==> src/rtl/fpmd_pkg.sv <==
// fpmd_pkg: types and constants shared by the FP mult/div result path.
// Holds the IEEE-754 flag vector layout, the buffered result entry and the
// default core latency.
package fpmd_pkg;

  // Core flags {io, dz, of, uf, i}, msb first.
  typedef logic [4:0] fp_flags_t;

  localparam int unsigned IO = 4;
  localparam int unsigned DZ = 3;
  localparam int unsigned OF = 2;
  localparam int unsigned UF = 1;
  localparam int unsigned I  = 0;

  // Cycles from operand issue to valid R/flags on the mult/div core.
  localparam int unsigned R_DLY_DEFAULT = 23;

  // One buffered result.
  typedef struct packed {
    logic [31:0] data;
    fp_flags_t   flags;
    logic        sel;
  } result_t;

  // Next sticky value: a clear wins over history but keeps the flags that
  // arrive in the same cycle.
  function automatic fp_flags_t sticky_next(
    input fp_flags_t cur,
    input logic      clr,
    input logic      push,
    input fp_flags_t flags
  );
    fp_flags_t add;
    add = push ? flags : '0;
    return clr ? add : (cur | add);
  endfunction

endpackage

==> src/rtl/fpmd_sync_fifo.sv <==
// fpmd_sync_fifo: first-word-fall-through result buffer.
// rd_data shows the head entry whenever empty=0; a push into a full buffer
// is taken only when a pop happens at the same edge.
module fpmd_sync_fifo
  import fpmd_pkg::*;
#(
  parameter int unsigned DEPTH = 4
) (
  input  logic                     clk,
  input  logic                     arst,
  input  logic                     wr_en,
  input  result_t                  wr_data,
  input  logic                     rd_en,
  output result_t                  rd_data,
  output logic                     full,
  output logic                     empty,
  output logic [$clog2(DEPTH):0]   count
);

  localparam int unsigned AW = $clog2(DEPTH);
  localparam logic [AW:0] DEPTH_C = (AW + 1)'(DEPTH);

  result_t        mem [DEPTH];
  logic [AW-1:0]  wr_ptr;
  logic [AW-1:0]  rd_ptr;
  logic [AW:0]    occ;
  logic           do_push;
  logic           do_pop;

  // Qualify the handshakes against the current occupancy.
  always_comb begin
    do_pop  = rd_en && (occ != '0);
    do_push = wr_en && ((occ != DEPTH_C) || do_pop);
  end

  // Pointers and occupancy; power-of-two depth makes pointer wrap natural.
  always_ff @(posedge clk) begin
    if (!arst) begin
      wr_ptr <= '0;
      rd_ptr <= '0;
      occ    <= '0;
    end else begin
      if (do_push) wr_ptr <= wr_ptr + AW'(1);
      if (do_pop)  rd_ptr <= rd_ptr + AW'(1);
      case ({do_push, do_pop})
        2'b10:   occ <= occ + (AW + 1)'(1);
        2'b01:   occ <= occ - (AW + 1)'(1);
        default: occ <= occ;
      endcase
    end
  end

  // Storage array, left unreset so it can map onto RAM.
  always_ff @(posedge clk) begin
    if (do_push) mem[wr_ptr] <= wr_data;
  end

  assign rd_data = mem[rd_ptr];
  assign full    = (occ == DEPTH_C);
  assign empty   = (occ == '0);
  assign count   = occ;

endmodule

==> src/rtl/fp_result_collector.sv <==
// fp_result_collector: captures mult/div core results R_DLY cycles after
// issue, buffers them in issue order and hands them out over valid/ready.
// Credit-based issue control guarantees the buffer never overflows.
// Optional feature: define FPMD_STICKY_FLAGS_EN to build the sticky flag
// accumulator; otherwise sticky_flags is tied to zero.
module fp_result_collector
  import fpmd_pkg::*;
#(
  parameter int unsigned R_DLY = R_DLY_DEFAULT,
  parameter int unsigned DEPTH = 4
) (
  input  logic        clk,
  input  logic        arst,
  input  logic        en,
  input  logic        sel,
  input  logic [31:0] R,
  input  logic [4:0]  core_flags,
  output logic        issue_ready,
  output logic        out_valid,
  input  logic        out_ready,
  output logic [31:0] out_data,
  output logic [4:0]  out_flags,
  output logic        out_sel,
  input  logic        sticky_clr,
  output logic [4:0]  sticky_flags,
  output logic        drop_err
);

  localparam int unsigned CW = $clog2(DEPTH) + 1;
  localparam logic [CW:0] DEPTH_C = (CW + 1)'(DEPTH);

  logic [R_DLY-1:0] dl_valid;
  logic [R_DLY-1:0] dl_sel;
  logic [CW-1:0]    inflight;
  logic [CW-1:0]    occ;
  logic             accept;
  logic             push;
  logic             full;
  logic             empty;
  result_t          push_entry;
  result_t          head;

  // Credits come from registered counters only, so a pop frees a slot one
  // cycle later.
  assign issue_ready = ({1'b0, inflight} + {1'b0, occ}) < DEPTH_C;
  assign accept      = en && issue_ready;
  assign push        = dl_valid[R_DLY-1];

  // Capture the core outputs together with the op type that left the line.
  always_comb begin
    push_entry       = '0;
    push_entry.data  = R;
    push_entry.flags = core_flags;
    push_entry.sel   = dl_sel[R_DLY-1];
  end

  // Valid/sel delay line matching the core latency.
  always_ff @(posedge clk) begin
    if (!arst) begin
      dl_valid <= '0;
      dl_sel   <= '0;
    end else begin
      dl_valid[0] <= accept;
      dl_sel[0]   <= sel;
      for (int unsigned k = 1; k < R_DLY; k++) begin
        dl_valid[k] <= dl_valid[k-1];
        dl_sel[k]   <= dl_sel[k-1];
      end
    end
  end

  // Ops issued but not yet written into the buffer.
  always_ff @(posedge clk) begin
    if (!arst) begin
      inflight <= '0;
    end else begin
      case ({accept, push})
        2'b10:   inflight <= inflight + CW'(1);
        2'b01:   inflight <= inflight - CW'(1);
        default: inflight <= inflight;
      endcase
    end
  end

  // Sticky record of an issue attempted without credit.
  always_ff @(posedge clk) begin
    if (!arst) begin
      drop_err <= 1'b0;
    end else if (en && !issue_ready) begin
      drop_err <= 1'b1;
    end
  end

  fpmd_sync_fifo #(
    .DEPTH (DEPTH)
  ) u_fifo (
    .clk     (clk),
    .arst    (arst),
    .wr_en   (push),
    .wr_data (push_entry),
    .rd_en   (out_ready),
    .rd_data (head),
    .full    (full),
    .empty   (empty),
    .count   (occ)
  );

  // Outputs read as zero while nothing is buffered (storage is unreset).
  always_comb begin
    out_valid = !empty;
    out_data  = empty ? '0   : head.data;
    out_flags = empty ? '0   : head.flags;
    out_sel   = empty ? 1'b0 : head.sel;
  end

  // Credits make a push into a full buffer impossible without a pop.
  a_no_overflow : assert property (@(posedge clk) disable iff (!arst)
    push |-> (!full || out_ready));

`ifdef FPMD_STICKY_FLAGS_EN
  fp_flags_t sticky;

  // Accumulate flags of every captured result since the last clear.
  always_ff @(posedge clk) begin
    if (!arst) begin
      sticky <= '0;
    end else begin
      sticky <= sticky_next(sticky, sticky_clr, push, core_flags);
    end
  end

  assign sticky_flags = sticky;
`else
  // No accumulator: a zero history with no push always yields zero, which
  // keeps sticky_clr connected without giving it any effect.
  assign sticky_flags = sticky_next('0, sticky_clr, 1'b0, '0);
`endif

endmodule

==> config.mk <==
export PLATFORM = sky130hd
export DESIGN_NAME = fp_result_collector
export DESIGN_NICKNAME = d
export VERILOG_FILES = /design/src/rtl/fpmd_pkg.sv /design/src/rtl/fpmd_sync_fifo.sv /design/src/rtl/fp_result_collector.sv
export SDC_FILE = /design/constraint.sdc
export NUM_CORES = 1
export LEC_CHECK = 0
export ABC_AREA = 1
export BUFFER_PORTS_ARGS = -buffer_cell sky130_fd_sc_hd__buf_2
export CORE_MARGIN = 2
export CORE_UTILIZATION = 48
export CTS_BUF_LIST = sky130_fd_sc_hd__clkbuf_8
export CTS_CLUSTER_DIAMETER = 80
export DETAILED_ROUTE_END_ITERATION = 16
export PLACE_DENSITY = 0.79
export SLEW_MARGIN = 20
export SYNTH_ARGS = -nofsm -noshare
export SYNTH_HDL_FRONTEND = slang
export SYNTH_SLANG_ARGS = --single-unit
==> constraint.sdc <==
create_clock -name clk -period 2.5 [get_ports clk]
set_input_delay 0.25 -clock clk [delete_from_list [all_inputs] [get_ports clk]]
set_output_delay 0.25 -clock clk [all_outputs]
set_load 0.005 [all_outputs]
==> impl_metrics.yaml <==
power:
  static-leakage-power_nw: 4.031
  power.density_nw_per_um2: 749.8
  share_comb_of_total_power: 0.116
  p_sw_frac: 0.2431
  internal-power_mw: 5.497
  power.net_switching_mw: 1.765
  ir_drop_uv: 500.7
  power_frac_clock: 0.361
  seqPwrFrac: 0.524
setup_path:
  crit_path_max_fanout: 42
  timing.rr.start: "u_fifo.count[1]"
  cp-start-kind: "flop"
  crit_arrival_ps: 2030
  critical_path_class: "reg -> out"
  endpoint_kind: "primary output"
  critical_path.reg2reg.endpoint: "inflight[2]"
  required_time_of_the_worst_setup_path_ps: 2250
  r2r_slack_ps: 490
  timing.reg2reg.worst_path_depth: 14
clock_tree:
  cts_htree_levels: 2
  cts_repair_resize_count: 0
  clock_path_buffers: 3
  number_of_buffers_created_by_cts: 35
  insertion_delay_ps: 500
  path_clk_slew_ps: 50
  clk_root_buffer_cell: "sky130_fd_sc_hd__clkbuf_8"
  tritoncts: "yes"
  cts.sink_count: 211
timing:
  worstMarginPinSlew_ps: 571.9
  number_of_endpoints_with_negative_hold_slack_in_the_final_report: 0
  finalMaxSlewViolations: 0
  relative_slew_slack: 0.6188
  layout_worst_path_cycle_share: 0.9122
  worst_case_clock_skew_ps: 24.66
  grt_setup_unrepaired: "no"
  setup_viol_count_final: 0
  timing.final.crit_period_ps: 2281
  achievable-frequency_ghz: 0.4385
final_layout:
  finalInstanceArea_sq_um: 9686
  final_layout_size_suffix_gt1_frac: 0.1831
  final_cells: 1083
  final_core_util: 0.5882
  antennaDiodeCount: 0
  layout.nets: 894
  synthToLayoutAreaGrowth_pct: 20.88
routing:
  route.antenna.remaining_nets: 0
  routed-via-count: 5259
  detailedRoute.firstIterationViolations: 344
  routed_wl_mm: 15.14
  remaining_drc_errors: 0
  first_pass_iters: 5
  wire_per_inst_um: 13.98
  post_drt_via_cell_ratio: 4.856
floorplan:
  initial_utilization: 0.4866
  num_io_pins: 89
  core-area_sq_um: 16470
  chip_width_um: 133.2
  chipHeight_um: 133.2
  die_area_sq_um: 17740
  placement_rows: 47
synth:
  yosys_register_bits: 211
  synthDominantAreaCellType: "sky130_fd_sc_hd__edfxtp_1"
  ys_warn_count: 0
  avgSynthCellArea_sq_um: 11.37
  netlist_area_sq_um: 8013
  post_synth_num_cell_types: 21
  synth.yosys.seq_area_share: 0.7171
  synthTopCellsByArea: "sky130_fd_sc_hd__edfxtp_1, sky130_fd_sc_hd__dfxtp_1, sky130_fd_sc_hd__nor2_1"
  synth_cells: 705
  yosys.area.top_type_share: 0.5696
placement:
  gp_weighted_congestion: 0.7416
  io_buffer_count: 82
  numPlacedInstances: 985
  placed_cell_area_sq_um: 8688
  place_hpwl_mm: 8.204
grt:
  antenna_violations_before_repair: 0
  pin_count_of_the_biggest_net_entering_global_routing: 43
  global_route_wire_length_before_repair_mm: 24.56
  number_of_global_route_vias_before_repair: 5269
  grt_util_all_layers: 0.1754
  globalRouteOverflowTotal: 0
worst_hold_path:
  timing.hold.worst_path_depth: 3
  worst_hold_path_type: "in -> reg"
  hp-start: "out_ready"
outcome:
  status: "finished clean"
run:
  cap_viol_max_count: 0
[routing by layer]
metal | global-route usage | share of wire | up-vias
li1 | - | - | 2589
met1 | 0.2030 | 0.41 | 2450
met2 | 0.3074 | 0.49 | 189
met3 | 0.04871 | 0.074 | 31
met4 | 0.07506 | 0.021 | 0
met5 | 0 | 0 | -
[power by group through the flow]
stage	Combinational, mW	Sequential [mW]	Clock, mW
after detailed placement	0.782	3.88	0
after CTS	0.830	3.80	2.69
final	0.839	3.80	2.62
after global placement	0.760	3.88	0
after floorplan	0.510	3.86	0
after global routing	0.930	3.81	2.82
[placed cells by master (no fill, tap or decap), types with 2 or more instances in the layout]
cell,netlist,final
sky130_fd_sc_hd__buf_4,10,7
sky130_fd_sc_hd__fa_1,2,2
sky130_fd_sc_hd__inv_1,71,83
sky130_fd_sc_hd__buf_12,0,7
sky130_fd_sc_hd__nor2_4,0,4
sky130_fd_sc_hd__conb_1,1,5
sky130_fd_sc_hd__clkbuf_8,0,35
sky130_fd_sc_hd__dlygate4sd3_1,0,39
sky130_fd_sc_hd__nand3_1,8,8
sky130_fd_sc_hd__nand2_1,65,65
sky130_fd_sc_hd__nor2_1,168,164
sky130_fd_sc_hd__ha_1,8,8
sky130_fd_sc_hd__dfxtp_2,0,2
sky130_fd_sc_hd__a21oi_2,10,10
sky130_fd_sc_hd__a21oi_1,36,36
sky130_fd_sc_hd__o21ai_1,40,40
sky130_fd_sc_hd__inv_2,3,3
sky130_fd_sc_hd__buf_2,14,82
sky130_fd_sc_hd__dfxtp_1,59,57
sky130_fd_sc_hd__clkinv_1,0,6
sky130_fd_sc_hd__o21ai_0,40,40
sky130_fd_sc_hd__edfxtp_1,152,152
sky130_fd_sc_hd__clkinv_2,0,4
[cells by family after synthesis]
logic type	after synthesis	synth area share
and+or+nand+nor	243	0.1157
DFF	211	0.7171
AOI/OAI and AO/OA	126	0.08338
buffers and inverters	114	0.06590
adders and majority gates	10	0.01749
other	1	0.0004680
[stage by stage]
step	worst slack (ps)	setup TNS, ps	hold slack (ps)	power [mW]
floorplan	-225.2	-34230	347.6	4.366
global placement	555.6	0	392.0	4.635
finish	219.4	0	99.83	7.262
CTS	253.6	0	65.75	7.321
global route	87.13	0	97.96	7.560
detailed placement	500.1	0	399.1	4.660
[repair_timing]
item,4_1_cts,5_1_grt
setup buffers,0,0
hold endpoints to repair,150,0
hold buffers,39,0
[how the worst max path moves through the flow]
stage	start	end	slack, ps	cells after the start
after floorplan	u_fifo.count[2]	u_fifo.mem[0][0]	-230	5
after global placement	u_fifo.count[1]	inflight[2]	560	14
after detailed placement	u_fifo.count[1]	inflight[2]	500	14
after CTS	flop	out_data[5]	250	5
after global routing	flop	out_data[31]	90	5
final	flop	out_data[31]	220	5
[worst max-delay path, cell delays in order, from the launching register on]
cell and delay [ps]:
sky130_fd_sc_hd__dfxtp_2 450, sky130_fd_sc_hd__inv_2 110, sky130_fd_sc_hd__buf_4 400, sky130_fd_sc_hd__o21ai_0 190, sky130_fd_sc_hd__a21oi_1 230, sky130_fd_sc_hd__buf_2 150
[area by class of cell]
cell class | instances | area (sq um)
flip-flops and latches | 211 | 5748
fillers | 1288 | 6780
clock inverters | 24 | 125.1
inverters | 74 | 277.8
well taps | 220 | 275.3
repair buffers | 135 | 993.5
multi-input cells | 384 | 1784
clock buffers | 35 | 481.7
[cell usage after synthesis]
cell / instances
sky130_fd_sc_hd__nor2_1: 168
sky130_fd_sc_hd__edfxtp_1: 152
sky130_fd_sc_hd__inv_1: 71
sky130_fd_sc_hd__nand2_1: 65
sky130_fd_sc_hd__dfxtp_1: 59
sky130_fd_sc_hd__o21ai_0: 40
sky130_fd_sc_hd__o21ai_1: 40
sky130_fd_sc_hd__a21oi_1: 36
sky130_fd_sc_hd__buf_2: 14
sky130_fd_sc_hd__a21oi_2: 10
sky130_fd_sc_hd__buf_4: 10
sky130_fd_sc_hd__clkbuf_1: 9
sky130_fd_sc_hd__ha_1: 8
sky130_fd_sc_hd__nand3_1: 8
sky130_fd_sc_hd__buf_6: 6
sky130_fd_sc_hd__inv_2: 3
sky130_fd_sc_hd__fa_1: 2
sky130_fd_sc_hd__buf_1: 1
sky130_fd_sc_hd__conb_1: 1
sky130_fd_sc_hd__nand2_2: 1
sky130_fd_sc_hd__nor2_2: 1
[registers in the layout, summed over array words and instances (netlist names), named ones only]
register	cells
u_fifo.mem	152
inflight	3
dl_valid	23
dl_sel	23
u_fifo.wr_ptr	2
drop_err	1
u_fifo.count	3
u_fifo.rd_ptr	2
Power figures use the tool's default switching activity.
